[src/rtl/cv32e40x_aes_share_sequencer.sv]
// Sequencer feeding four chained masked saes32 byte ops to the FU.
// Optional AES_SEQ_REMASK_EN: re-split the shares with a fresh mask per byte op.
`timescale 1ns/1ps
module cv32e40x_aes_share_sequencer #(
    parameter logic [31:0] LFSR_POLY  = 32'h8020_0003,
    parameter logic [31:0] RESET_SEED = 32'h0000_0001
) (
    input  logic        clk,
    input  logic        reset,
    input  logic        in_valid,
    output logic        in_ready,
    input  logic [31:0] in_data,
    input  logic [31:0] in_key,
    input  logic [1:0]  in_op,
    input  logic        seed_valid,
    input  logic [31:0] seed,
    output logic        fu_valid,
    input  logic        fu_ready,
    output logic [31:0] fu_rs1,
    output logic [31:0] fu_rs2,
    output logic [31:0] fu_rs3,
    output logic [1:0]  fu_bs,
    output logic        fu_op_encs,
    output logic        fu_op_encsm,
    output logic        fu_op_decs,
    output logic        fu_op_decsm,
    input  logic [31:0] fu_rd,
    output logic        out_valid,
    input  logic        out_ready,
    output logic [31:0] out_data,
    output logic        busy
);

    typedef enum logic [1:0] {
        S_IDLE,
        S_ISSUE,
        S_WAIT,
        S_DONE
    } state_t;

    state_t      r_state;
    state_t      w_state_nxt;
    logic [31:0] r_acc;
    logic [31:0] r_data;
    logic [31:0] r_mask;
    logic [31:0] r_lfsr;
    logic [1:0]  r_bs_cnt;
    logic [1:0]  r_op;

    logic        w_accept;
    logic        w_fu_done;
    logic        w_last;
    logic        w_step;
    logic [31:0] w_lfsr_nxt;

    assign w_accept   = in_valid & in_ready;
    assign w_fu_done  = (r_state == S_WAIT) & fu_ready;
    assign w_last     = (r_bs_cnt == 2'd3);
    assign w_lfsr_nxt = {1'b0, r_lfsr[31:1]}
                      ^ (r_lfsr[0] ? LFSR_POLY : 32'h0);

`ifdef AES_SEQ_REMASK_EN
    assign w_step = w_accept | (w_fu_done & ~w_last);
`else
    assign w_step = w_accept;
`endif

    always_ff @(posedge clk) begin
        if (reset) begin
            r_state <= S_IDLE;
        end else begin
            r_state <= w_state_nxt;
        end
    end

    always_comb begin
        w_state_nxt = r_state;
        in_ready    = 1'b0;
        fu_valid    = 1'b0;
        out_valid   = 1'b0;
        unique case (r_state)
            S_IDLE: begin
                in_ready = 1'b1;
                if (in_valid) begin
                    w_state_nxt = S_ISSUE;
                end
            end
            S_ISSUE: begin
                fu_valid    = 1'b1;
                w_state_nxt = S_WAIT;
            end
            S_WAIT: begin
                if (fu_ready) begin
                    w_state_nxt = w_last ? S_DONE : S_ISSUE;
                end
            end
            S_DONE: begin
                out_valid = 1'b1;
                if (out_ready) begin
                    w_state_nxt = S_IDLE;
                end
            end
            default: w_state_nxt = S_IDLE;
        endcase
    end

    always_ff @(posedge clk) begin
        if (reset) begin
            r_acc    <= 32'h0;
            r_data   <= 32'h0;
            r_mask   <= 32'h0;
            r_bs_cnt <= 2'd0;
            r_op     <= 2'd0;
        end else if (w_accept) begin
            r_data   <= in_data;
            r_acc    <= in_key;
            r_op     <= in_op;
            r_bs_cnt <= 2'd0;
            r_mask   <= r_lfsr;
        end else if (w_fu_done) begin
            r_acc <= fu_rd;
            if (!w_last) begin
                r_bs_cnt <= r_bs_cnt + 2'd1;
`ifdef AES_SEQ_REMASK_EN
                r_mask   <= r_lfsr;
`endif
            end
        end
    end

    // A seed load wins over a same-cycle step; zero would lock the LFSR.
    always_ff @(posedge clk) begin
        if (reset) begin
            r_lfsr <= RESET_SEED;
        end else if (seed_valid) begin
            r_lfsr <= (seed == 32'h0) ? RESET_SEED : seed;
        end else if (w_step) begin
            r_lfsr <= w_lfsr_nxt;
        end
    end

    always_comb begin
        fu_op_encs  = 1'b0;
        fu_op_encsm = 1'b0;
        fu_op_decs  = 1'b0;
        fu_op_decsm = 1'b0;
        if (r_state != S_IDLE) begin
            unique case (r_op)
                2'b00:   fu_op_encs  = 1'b1;
                2'b01:   fu_op_encsm = 1'b1;
                2'b10:   fu_op_decs  = 1'b1;
                default: fu_op_decsm = 1'b1;
            endcase
        end
    end

    assign fu_rs1   = r_acc;
    assign fu_rs2   = r_data ^ r_mask;
    assign fu_rs3   = r_mask;
    assign fu_bs    = r_bs_cnt;
    assign out_data = r_acc;
    assign busy     = (r_state != S_IDLE);

endmodule

[config.mk]
export PLATFORM = sky130hd
export DESIGN_NAME = cv32e40x_aes_share_sequencer
export DESIGN_NICKNAME = d
export VERILOG_FILES = /design/src/rtl/cv32e40x_aes_share_sequencer.sv
export SDC_FILE = /design/constraint.sdc
export NUM_CORES = 1
export LEC_CHECK = 0
export ABC_AREA = 1
export CAP_MARGIN = 0
export CORE_ASPECT_RATIO = 1.2
export CORE_UTILIZATION = 45
export CTS_BUF_LIST = sky130_fd_sc_hd__clkbuf_8 sky130_fd_sc_hd__clkbuf_16
export CTS_CLUSTER_DIAMETER = 200
export DETAILED_ROUTE_END_ITERATION = 10
export PLACE_DENSITY_LB_ADDON = 0.12
export SYNTH_ARGS = -nofsm -noshare
export SYNTH_HDL_FRONTEND = slang
export SYNTH_SLANG_ARGS = --single-unit
[constraint.sdc]
create_clock -name clk -period 2.1 [get_ports clk]
set_input_delay 0.525 -clock clk [delete_from_list [all_inputs] [get_ports clk]]
set_output_delay 0.525 -clock clk [all_outputs]
set_load 0.03 [all_outputs]
==> impl_metrics.yaml <==
place:
  placed_cells: 1174
  globalplace.congestion: 0.7968
  placement.cell_area_um2: 8641
  detailedPlacementHpwl_mm: 12.50
  io_buffers: 273
detailed_routing:
  vias_per_cell: 4.998
  vias: 6027
  drt-initial-drc-count: 404
  drt_drc_violations_left: 0
  routed_wire_length_per_instance_um: 14.79
  detailedRoute.firstPassIterationCount: 5
  totalWireLength_mm: 17.83
  antenna_violating_nets_post_route: 0
timing:
  final_period_util_pct: 97.99
  fin_skew_ns: 0.007717
  max_freq_ghz: 0.4860
  setup-violations-final: 0
  hold_viol_final: 0
  relSlewSlack_pct: 69.81
  worstMarginPinSlew_ns: 0.4529
  grt_setup_unrepaired: "no"
  final_max_slew_viol_count: 0
  aggregate_negative_setup_slack_ns: 0
  timing.final.crit_period_ns: 2.058
worst_setup_path:
  crit_chain: "clkdlybuf4s50_1"
  rr_startpoint: "r_state[1]$_SDFFE_PP0P_"
  critical_path.endpoint_type: "output port"
  critPathBufInv: 1
  worst-r2r-cell-count: 6
  cp_delay_by_family_top: "buffers and inverters"
  critical_path.max_fanout: 4
  cpMaxStageDelayCell: "sky130_fd_sc_hd__clkdlybuf4s50_1"
  worst_r2r_endpoint: "r_lfsr[14]$_SDFFE_PP0P_"
  worstPathRequired_ns: 1.57
  crit_arrival_ns: 1.53
  critPathLaunchType: "flop"
  cpPeakStageDelay_ns: 0.76
  reg2reg_setup_slack_ns: 0.52
  criticalPathCategory: "flop to output port"
synthesis:
  synth_top_cell_by_area: "sky130_fd_sc_hd__dfxtp_1"
  syn_inst: 801
  synth.top_cell.area_share_pct: 44.65
  post_synth_net_total: 938
  netlist-cell-type-count: 31
  yosys_register_bits: 134
  synth-warning-count: 0
  syn_area_per_cell_um2: 7.501
  sequential_element_share_of_the_synthesized_area_pct: 44.65
  mappedNetlistArea_um2: 6008
  netlist_top_cells_area: "sky130_fd_sc_hd__dfxtp_1 (45%), sky130_fd_sc_hd__nor2_1 (10%), sky130_fd_sc_hd__nand2_1 (8.1%)"
hold_path:
  min_delay_path_depth: 4
  min-delay-path-class: "primary input to flop"
  worst_hold_startpoint: "reset"
  min_to: "r_data[19]$_SDFFE_PP0P_"
power:
  power.density_nw_per_um2: 877.0
  p_int_mw: 5.632
  p_leak_nw: 3.932
  power.share.switching_pct: 30.25
  power.net_switching_mw: 2.442
  sequential_group_share_of_total_power_pct: 36.1
  clock_power_share_pct: 38.6
  ir_worst_vdd_uv: 533.4
  power_frac_comb_pct: 25.3
global_route:
  grt_start_max_net_pins: 56
  grt_pass1_vias: 5521
  first_pass_grt_wire_length_mm: 27.63
  antenna_violations_before_repair: 0
  gr-usage-all-layers_pct: 25.67
  overflow: 0
cts:
  cts.root.buffer_cell: "sky130_fd_sc_hd__clkbuf_16"
  postCtsHoldBufs: 0
  htree_num_levels: 4
  insertion_delay_ns: 0.42
  max-clock-path-buffers: 2
  clock_sinks: 134
  cts_tree: "yes"
  cts_buffers: 17
  clk_pin_slew_worst_paths_ns: 0.06
final_layout:
  layout-drive-gt1-share_pct: 6.910
  layoutNonFillerInstCount: 1206
  commonest_non_fill_non_tap_cells_in_the_layout: "sky130_fd_sc_hd__clkdlybuf4s50_1 (230), sky130_fd_sc_hd__nor2_1 (166), sky130_fd_sc_hd__dfxtp_1 (134)"
  design.final.nets: 1166
  commonest_non_fill_non_tap_cell_in_the_layout: "sky130_fd_sc_hd__clkdlybuf4s50_1"
  final_instance_area_um2: 9206
  diodes: 0
  syn_to_final_growth_pct: 53.23
  n_fill_cell: 1095
die:
  die_area_um2: 13820
  effective_utilization_at_floorplan_pct: 46.80
  std_cell_rows: 45
  die_width_um: 107.5
  top_level_ports: 274
  die_h_um: 128.6
  core_region_area_um2: 12840
outcome:
  outcome: "completed"
run:
  drv_cap: 0
[power groups by stage]
stage	clock [mW]	sequential, mW	combinational, mW
2_1_floorplan	0	3.13	1.10
3_3_place_gp	0	2.97	2.10
3_5_place_dp	0	2.97	2.12
4_1_cts	3.16	2.92	2.05
5_1_grt	3.27	2.94	2.19
6_report	3.12	2.92	2.04
[cells in the mapped netlist]
library cell / number
sky130_fd_sc_hd__or2_2: 1
sky130_fd_sc_hd__buf_4: 34
sky130_fd_sc_hd__o21ai_0: 84
sky130_fd_sc_hd__a21oi_1: 56
sky130_fd_sc_hd__ha_1: 1
sky130_fd_sc_hd__o21ai_1: 11
sky130_fd_sc_hd__dfxtp_1: 134
sky130_fd_sc_hd__inv_1: 24
sky130_fd_sc_hd__nor2_1: 166
sky130_fd_sc_hd__o31ai_1: 1
sky130_fd_sc_hd__buf_8: 1
sky130_fd_sc_hd__clkinv_2: 1
sky130_fd_sc_hd__nand2_2: 1
sky130_fd_sc_hd__xor2_1: 32
sky130_fd_sc_hd__nand2_4: 1
sky130_fd_sc_hd__clkinv_1: 1
sky130_fd_sc_hd__nand2_1: 130
sky130_fd_sc_hd__xnor2_1: 1
sky130_fd_sc_hd__a22o_1: 11
sky130_fd_sc_hd__nor2_2: 2
sky130_fd_sc_hd__o21a_1: 8
sky130_fd_sc_hd__nand3_1: 19
sky130_fd_sc_hd__inv_2: 2
sky130_fd_sc_hd__buf_2: 18
sky130_fd_sc_hd__nor4_1: 1
sky130_fd_sc_hd__a31oi_1: 14
sky130_fd_sc_hd__buf_6: 6
sky130_fd_sc_hd__clkbuf_1: 24
sky130_fd_sc_hd__nor2_4: 10
sky130_fd_sc_hd__nor3_1: 5
sky130_fd_sc_hd__and3_1: 1
[cell type report]
class / count / area [µm²] / share of cell area [%]
multi-input combinational: 556 / 2701 / 29.34
clock buffer: 18 / 439.2 / 4.770
timing repair buffer: 292 / 2887 / 31.35
inverter: 28 / 106.4 / 1.155
clock inverter: 14 / 185.2 / 2.011
sequential: 134 / 2683 / 29.14
tap: 164 / 205.2 / 2.229
[flip-flops by register name, summed over array words and instances (netlist names)]
signal and cells:
fu_rs1 32, r_data 32, r_lfsr 32, r_op 2, r_state 2, fu_bs 2, fu_rs3 32
[kinds of logic (layout without fill, tap and decap cells)]
| kind of cell | after synthesis | after routing | synth area share [%] |
|---|---|---|---|
| simple gates | 337 | 337 | 23.18 |
| compound gates | 185 | 185 | 16.76 |
| flops | 134 | 134 | 44.65 |
| buf+inv | 111 | 352 | 10.39 |
| xor+xnor | 33 | 33 | 4.811 |
| fa+ha+maj | 1 | 1 | 0.2082 |
[worst max-delay path by stage]
stage                     slack [ns]                       to  cells past startpoint               startpoint
after floorplan                 0.38               fu_op_decs                      2  r_state[1]$_SDFFE_PP0P_
after global placement          0.16  r_lfsr[19]$_SDFFE_PP0P_                      6                 in_valid
after detailed placement        0.15  fu_rs1[20]$_SDFFE_PP0P_                      8                 in_valid
after CTS                       0.02                 fu_valid                      3  r_state[0]$_SDFFE_PP0P_
after global routing           0.001                 fu_bs[0]                      1    fu_bs[0]$_SDFFE_PP0P_
final                           0.04                 fu_bs[0]                      1    fu_bs[0]$_SDFFE_PP0P_
[per-stage QoR]
step                hold slack, ns  setup WS, ns  util (%)  power (mW)
floorplan                   0.4536        0.3780         -       4.225
global placement            0.4640        0.1647     67.31       5.067
detailed placement          0.4684        0.1453     67.31       5.092
CTS                         0.4442       0.02023     71.77       8.131
global route                0.4835      0.001014     71.72       8.401
finish                      0.4516       0.04229     71.72       8.074
[timing repair]
action                                  CTS  global route
setup buffers                             0             0
cloned                                    0             0
pin swaps                                 0             0
resized for setup                        41            12
endpoints found under the setup margin   41             6
hold endpoints to repair                  0             0
[per-layer routing]
metal	part of all wire, %	track usage (%)	vias to the layer above
met3	7.1	6.383	37
met2	51	45.44	223
met1	39	28.91	2741
met4	2.6	11.60	0
li1	-	-	3026
met5	0	0	-
Power figures use the tool's default switching activity.
